`src/rtl/change_dispenser.sv`:
```
// change_dispenser: pays requested change one coin at a time as timed
// solenoid pulses. It tracks hopper stock, substitutes smaller coins greedily
// when a denomination runs out, and reports any unpaid remainder as shortfall.
module change_dispenser #(
  parameter int PULSE_CYCLES = 4,
  parameter int GAP_CYCLES   = 4,
  parameter int STOCK_W      = 8
) (
  input  logic               clk,
  input  logic               rst,
  input  logic               change_valid,
  input  logic [8:0]         quart,
  input  logic [8:0]         dim,
  input  logic [8:0]         nick,
  input  logic               refill,
  input  logic [STOCK_W-1:0] refill_q,
  input  logic [STOCK_W-1:0] refill_d,
  input  logic [STOCK_W-1:0] refill_n,
  output logic               busy,
  output logic               eject_q,
  output logic               eject_d,
  output logic               eject_n,
  output logic               done,
  output logic [14:0]        shortfall,
  output logic [STOCK_W-1:0] stock_q,
  output logic [STOCK_W-1:0] stock_d,
  output logic [STOCK_W-1:0] stock_n
);

  localparam int CNT_W = 16;

  typedef enum logic [2:0] {IDLE, SELECT, PULSE, GAP, DONE} state_t;
  typedef enum logic [1:0] {C_Q, C_D, C_N} coin_t;

  state_t             state_q, state_d;
  coin_t              coin_q, coin_d;
  logic [CNT_W-1:0]   cnt_q, cnt_d;
  logic [14:0]        owed_q, owed_d;
  logic [14:0]        sf_q, sf_d;
  logic [STOCK_W-1:0] qstk_q, qstk_d;
  logic [STOCK_W-1:0] dstk_q, dstk_d;
  logic [STOCK_W-1:0] nstk_q, nstk_d;

  function automatic logic [STOCK_W-1:0] sat_add(input logic [STOCK_W-1:0] a,
                                                 input logic [STOCK_W-1:0] b);
    logic [STOCK_W:0] s;
    s = {1'b0, a} + {1'b0, b};
    return s[STOCK_W] ? '1 : s[STOCK_W-1:0];
  endfunction

  // State and datapath registers; reset clears stock and drops ejects at once.
  always_ff @(posedge clk or negedge rst) begin
    if (!rst) begin
      state_q <= IDLE;
      coin_q  <= C_Q;
      cnt_q   <= '0;
      owed_q  <= '0;
      sf_q    <= '0;
      qstk_q  <= '0;
      dstk_q  <= '0;
      nstk_q  <= '0;
    end else begin
      state_q <= state_d;
      coin_q  <= coin_d;
      cnt_q   <= cnt_d;
      owed_q  <= owed_d;
      sf_q    <= sf_d;
      qstk_q  <= qstk_d;
      dstk_q  <= dstk_d;
      nstk_q  <= nstk_d;
    end
  end

  // Next-state logic: request/refill intake, greedy coin choice, pulse/gap timing.
  always_comb begin
    state_d = state_q;
    coin_d  = coin_q;
    cnt_d   = cnt_q;
    owed_d  = owed_q;
    sf_d    = sf_q;
    qstk_d  = qstk_q;
    dstk_d  = dstk_q;
    nstk_d  = nstk_q;
    case (state_q)
      IDLE: begin
        // Refill lands on the same edge as a request so SELECT sees it.
        if (refill) begin
          qstk_d = sat_add(qstk_q, refill_q);
          dstk_d = sat_add(dstk_q, refill_d);
          nstk_d = sat_add(nstk_q, refill_n);
        end
        if (change_valid) begin
          owed_d  = 15'(quart) * 15'd25 + 15'(dim) * 15'd10 + 15'(nick) * 15'd5;
          state_d = SELECT;
        end
      end
      SELECT: begin
        cnt_d = '0;
        if (owed_q >= 15'd25 && qstk_q != '0) begin
          coin_d  = C_Q;
          qstk_d  = qstk_q - STOCK_W'(1);
          owed_d  = owed_q - 15'd25;
          state_d = PULSE;
        end else if (owed_q >= 15'd10 && dstk_q != '0) begin
          coin_d  = C_D;
          dstk_d  = dstk_q - STOCK_W'(1);
          owed_d  = owed_q - 15'd10;
          state_d = PULSE;
        end else if (owed_q >= 15'd5 && nstk_q != '0) begin
          coin_d  = C_N;
          nstk_d  = nstk_q - STOCK_W'(1);
          owed_d  = owed_q - 15'd5;
          state_d = PULSE;
        end else begin
          state_d = DONE;
        end
      end
      PULSE: begin
        if (cnt_q == CNT_W'(PULSE_CYCLES - 1)) begin
          cnt_d   = '0;
          state_d = GAP;
        end else begin
          cnt_d = cnt_q + CNT_W'(1);
        end
      end
      GAP: begin
        if (cnt_q == CNT_W'(GAP_CYCLES - 1)) begin
          cnt_d   = '0;
          state_d = SELECT;
        end else begin
          cnt_d = cnt_q + CNT_W'(1);
        end
      end
      DONE: begin
        sf_d    = owed_q;
        owed_d  = '0;
        state_d = IDLE;
      end
      default: state_d = IDLE;
    endcase
  end

  assign busy      = (state_q != IDLE);
  assign done      = (state_q == DONE);
  assign eject_q   = (state_q == PULSE) && (coin_q == C_Q);
  assign eject_d   = (state_q == PULSE) && (coin_q == C_D);
  assign eject_n   = (state_q == PULSE) && (coin_q == C_N);
  assign shortfall = sf_q;
  assign stock_q   = qstk_q;
  assign stock_d   = dstk_q;
  assign stock_n   = nstk_q;

endmodule
```
`config.mk`:
```
export PLATFORM = sky130hd
export DESIGN_NAME = change_dispenser
export DESIGN_NICKNAME = d
export VERILOG_FILES = /design/src/rtl/change_dispenser.sv
export SDC_FILE = /design/constraint.sdc
export NUM_CORES = 1
export LEC_CHECK = 0
export ABC_AREA = 1
export CAP_MARGIN = 15
export CELL_PAD_IN_SITES_DETAIL_PLACEMENT = 0
export CELL_PAD_IN_SITES_GLOBAL_PLACEMENT = 1
export CORE_ASPECT_RATIO = 2
export CORE_MARGIN = 10
export CORE_UTILIZATION = 42
export CTS_CLUSTER_DIAMETER = 100
export DETAILED_ROUTE_END_ITERATION = 16
export PLACE_DENSITY = 0.85
export SYNTH_ARGS = -nofsm -noshare
export SYNTH_HDL_FRONTEND = slang
export SYNTH_SLANG_ARGS = --single-unit
```
`constraint.sdc`:
```
create_clock -name clk -period 3.1 [get_ports clk]
set_clock_uncertainty 0.15 [all_clocks]
set_input_delay 0.775 -clock clk [delete_from_list [all_inputs] [get_ports clk]]
set_output_delay 0.775 -clock clk [all_outputs]
set_load 0.01 [all_outputs]
```
# --- After elaboration in Yosys (flattened, before gate mapping) ---
# Index checks and enable logic that the tools add are counted.
word_totals:
  word_cells: 98
  register_bits: 75
  out_inout_bits: 44
  inputBits: 55
classes:
  mux: 32
  n_reduce_logical: 23
  n_addsub: 12
  eq_ne: 17
  order_cmp: 3
  n_mul: 3
op_table:
  columns: ["cell", "count"]
  rows:
  - ["2-to-1 mux 8 bit", 12]
  - ["2-to-1 mux 15 bit", 4]
  - ["one-hot mux 8 bit (2 select lines)", 3]
  - ["one-hot mux 15 bit (3 select lines)", 1]
  - ["one-hot mux 16 bit (2 select lines)", 1]
  - ["adder 8 x 8 -> 9 bit", 3]
  - ["multiplier 9 x 3 -> 12 bit, second input constant", 2]
  - ["nonzero test 8 bit", 3]
  - ["subtractor 8 x 1 -> 8 bit, second input constant", 3]
  - ["2-to-1 mux 3 bit", 6]
  - ["inequality test 2 bit, second input constant", 9]
  - ["adder 16 x 1 -> 16 bit, second input constant", 1]
  - ["equality test 16 x 2 -> 1 bit, second input constant", 1]
  - ["2-to-1 mux 16 bit", 1]
  - ["adder 14 x 13 -> 15 bit", 1]
  - ["adder 15 x 12 -> 15 bit", 1]
  - [">= comparator 15 x 3 -> 1 bit, second input constant", 1]
  - [">= comparator 15 x 4 -> 1 bit, second input constant", 1]
  - [">= comparator 15 x 5 -> 1 bit, second input constant", 1]
  - ["subtractor 15 x 3 -> 15 bit, second input constant", 1]
  - ["subtractor 15 x 4 -> 15 bit, second input constant", 1]
  - ["subtractor 15 x 5 -> 15 bit, second input constant", 1]
  - ["multiplier 9 x 5 -> 14 bit, second input constant", 1]
  - ["one-hot mux 3 bit (4 select lines)", 1]
  - ["17 further kinds", 30]

# --- Longest topological paths before layout ---
depth:
  depth_word: 6
  ltp_mapped: 26
  ltp_nobuf: 26

# --- Worst setup path before layout ---
# Ideal clock, no wire load.
synth_timing:
  kind: "input-to-reg"
  start: "in dim[1]"
  end: "reg owed_q[9]"
  cell_stages: 21
  setup_ps: 117
  required_time_ps: 2833
  path_slack_ps: -2107
  t_arrival_ps: 4941
  cell_sequence: "ha_1 -> ha_1 -> inv_1 -> fa_1 -> o21ai_0 -> xnor2_1 -> inv_1 -> ha_1 -> inv_1 -> fa_1 -> fa_1 -> fa_1 -> inv_1 -> ha_1 -> a21oi_1 -> o21ai_0 -> a211o_1 -> nand3_1 -> nand2_1 -> nand2_1 -> nand2_1"
synth_between:
  elab_chain_len: 5
synth_lines:
  columns: ["item", "line", "text"]
  rows:
  - ["from (decl)", "13", "input logic [8:0] dim,"]
  - ["multiplier 9 x 3 -> 12 bit", "93", "owed_d = 15'(quart) * 15'd25 + 15'(dim) * 15'd10 + 15'(nick) * 15'd5;"]
  - ["adder 14 x 13 -> 15 bit", "93", null]
  - ["adder 15 x 12 -> 15 bit", "93", null]
  - ["2-to-1 mux 15 bit", "92", "if (change_valid) begin"]
  - ["one-hot mux 15 bit (3 select lines)", "84", "case (state_q)"]
  - ["to (signal assigned)", "66", "owed_q <= owed_d;"]
  - ["to (decl)", "38", "logic [14:0] owed_q, owed_d;"]
# Every way passes these cells. The select of a mux whose other input is x is not followed.
# A chain may end at the register's enable or synchronous reset.

# --- Worst setup path in the final report ---
layout_timing:
  start: "in dim[3]"
  end: "reg owed_q[13]"
# Same word-level chain as after synthesis.

==> metrics <==
Netlist cell types=48; Max-slew headroom=46.96%; global-route wire length before repair=43.14 mm; die width=121.1 microns; initial antenna violation count=0; Psw=6.010 mW; area of the multi-input gates=0.006515 sq mm; Switching Fraction=50.21%; Max Cap Violations=0; synthesized cell area=0.008591 sq mm; crit path DAT=4950 ps; leakage power=5.473 nW; ys flop type=dfrtp_1; wire per inst=15.84 microns; reg2reg setup slack=470 ps; Initial Util=42.37%; combinational fraction of design power=76.9%; latest clock arrival within the worst-skew pair=340 ps; Crit. path cell count=25; DP Cell Count=1639; async set or reset register ratio after synthesis=100.0%; Clock transition at path regs=60 ps; max-slew violations=0; largest net degree at the start of global routing=45; CP max-delay cell=fa_1; worst vdd ir=0.5726 mV; most common cell after layout, fill and taps aside=nand2_1; port bufs=98; cell mode on critical path=nand2_1; worst reg-to-reg path cell count=13; vias per inst=5.158; residual DRC count=0; Core ar.=0.02028 sq mm; outcome=finished with violations; critical path peak fanout=4; die area=0.02692 sq mm; grt ovf=0; critical path's top delay family=adder cells; Max clock buf depth=2; Finished Cell Area=0.01147 sq mm; Hold Crit Class=input pin to async pin; Period minus WS final=4873 ps; Post-synth EDFFs=0; TritonCTS buffer count=9; vias=8594; gpl congestion=0.9717; synthesized area per cell=7.024 sq um; failing checks=setup timing; Rows=74; Synth-to-Final Area Change=33.51%; CP Capture Type=register; Yosys Warn Count=0; Setup CP Type=input pin to register; fill count=1906; DRT Pass-1 Iters=6; RR Endpoint=owed_q[10]; Critical Path RT=3180 ps; Flop pwr share=14.1%; crit path launch=dim[3]; Tcrit/Tclk final=157.2%; GRT Total Usage=19.70%; FMAX=205.2 MHz; IO Pins=99; setup TNS=-17510 ps; share of layout cells above drive strength 1=18.64%; r2r startpoint=owed_q[11]; final wirelength=26.39 mm; RSZ-0062 raised after global routing=true; Final Core Density=56.57%; Clock H-tree levels=3; post-layout worst setup margin=-1773 ps; Seq cells post-synth=75; Finished Layout Cells=1666; Post-Syn Instances=1223; most frequent cells in the layout=269 x nand2_1, 169 x inv_1, 114 x nand3_1, 87 x nor2_1, 79 x clkdlybuf4s50_1; area post-placement=0.01064 sq mm; critical path endpoint=owed_q[13]; Worst Tran Pin Value=794.5 ps; largest stage delay on the critical path=530 ps; Post-layout nets=1588; # setup viols final=12; Antenna Diode Count=0; DIE HEIGHT=222.3 microns; vias in the first global route=8993; Sink Count=75; startpoint types=input pin; Hold Violations, Final=0; HPWL after DPL=21.49 mm; PwrDens=1044 mW/mm^2; CTS root buffer=clkbuf_16; worst path bufs/invs=4; clock power share=8.9%; Seq/Total Area, Yosys=21.85%; Mapped Nets=1416; register area=0.001878 sq mm; CTS tree=done; post-cts hold buffer count=0; post-route ant nets=0; 1st-iter DRT viols=532; Internal=5.960 mW
-- stage by stage --
step | hold WS (ps) | setup slack (ps) | power (mW)
final | 292.8 | -1773 | 11.97
after global routing | 338.3 | -2025 | 13.08
after CTS | 318.6 | -1833 | 11.44
after detailed placement | 323.4 | -2596 | 9.700
after global placement | 315.8 | -2544 | 9.597
after floorplan | 329.4 | -1710 | 7.079
-- how the worst min path moves through the flow --
| stage | start | to | slack, ps | cells after the start |
|---|---|---|---|---|
| 5_1_grt | rst | stock_q[6] | 340 | 1 |
| 2_1_floorplan | rst | cnt_q[0] | 330 | 0 |
| 3_3_place_gp | shortfall[6] | shortfall[6] | 320 | 2 |
| 3_5_place_dp | shortfall[4] | shortfall[4] | 320 | 2 |
| 6_report | rst | stock_q[6] | 290 | 1 |
| 4_1_cts | rst | stock_q[6] | 320 | 1 |
-- per-layer routing --
metal | GRT usage, % | wire, microns | share of wire (%) | vias to the layer above
met5 | 0 | 0 | 0 | -
met4 | 11.21 | 1353 | 5.1 | 0
met2 | 39.81 | 15380 | 58 | 179
met1 | 17.51 | 8867 | 34 | 4027
li1 | - | - | - | 4315
met3 | 2.464 | 790 | 3.0 | 73
-- cell usage after synthesis, types with 2 or more instances --
| cell type | instances | share of area, % |
|---|---|---|
| nor2_2 | 6 | 0.44 |
| nor2_1 | 99 | 4.3 |
| fa_1 | 36 | 8.4 |
| o21ai_0 | 73 | 4.3 |
| nand2_4 | 2 | 0.26 |
| clkbuf_1 | 7 | 0.31 |
| xor2_1 | 30 | 3.1 |
| nand3_1 | 119 | 6.9 |
| dfrtp_1 | 75 | 22 |
| nor2_4 | 2 | 0.26 |
| o211ai_1 | 11 | 0.96 |
| buf_4 | 3 | 0.26 |
| buf_6 | 3 | 0.39 |
| buf_1 | 4 | 0.17 |
| a21o_1 | 2 | 0.17 |
| inv_1 | 186 | 8.1 |
| nor4_1 | 2 | 0.15 |
| nand4_1 | 9 | 0.66 |
| o22ai_1 | 7 | 0.51 |
| inv_2 | 13 | 0.57 |
| nor3_1 | 17 | 0.99 |
| buf_2 | 8 | 0.47 |
| nand3b_1 | 5 | 0.44 |
| nor3b_1 | 4 | 0.35 |
| or2_2 | 4 | 0.29 |
| nand2_2 | 6 | 0.44 |
| o21a_1 | 4 | 0.35 |
| o21ai_1 | 9 | 0.52 |
| xnor2_1 | 16 | 1.6 |
| a21oi_1 | 59 | 3.4 |
| o21bai_1 | 2 | 0.17 |
| ha_1 | 102 | 15 |
| nand2_1 | 281 | 12 |
| a31oi_1 | 3 | 0.22 |
-- logic make-up after synthesis --
logic type      after synthesis  synth area share, %
flops                        75                21.85
compound gates              182                12.00
buf+inv                     225                10.34
xor+xnor                     46                4.690
simple gates                557                27.88
fa+ha+maj                   138                23.24
-- state kept, by name, indices dropped and copies added, names as in the netlist --
name and flops:
stock_d 8, coin_q 2, stock_n 8, state_q 3, owed_q 15, stock_q 8, shortfall 15, cnt_q 16
-- repair_timing --
| action | 4_1_cts | 5_1_grt |
|---|---|---|
| gates cloned | 0 | 0 |
| setup endpoints to repair | 13 | 15 |
| setup buffers | 6 | 5 |
| gates resized for setup | 125 | 48 |
| pin swaps | 54 | 52 |
-- cell type report --
cell class              instances  area share [%]
clock buffers                  10           1.996
clock inverters                 6          0.5782
inverters                     200           6.545
multi-input cells             923           56.80
flip-flops and latches         75           16.37
well taps                     266           2.902
repair buffers                186           14.80
-- power groups by stage --
| stage | Sequential (mW) | Combinational (mW) | Clock, mW |
|---|---|---|---|
| after CTS | 1.69 | 8.66 | 1.09 |
| final | 1.69 | 9.21 | 1.07 |
| after global placement | 1.70 | 7.89 | 0 |
| after global routing | 1.73 | 10.2 | 1.13 |
| after detailed placement | 1.70 | 8.00 | 0 |
| after floorplan | 1.65 | 5.42 | 0 |
Note: power is estimated with default switching activity, not from simulation.
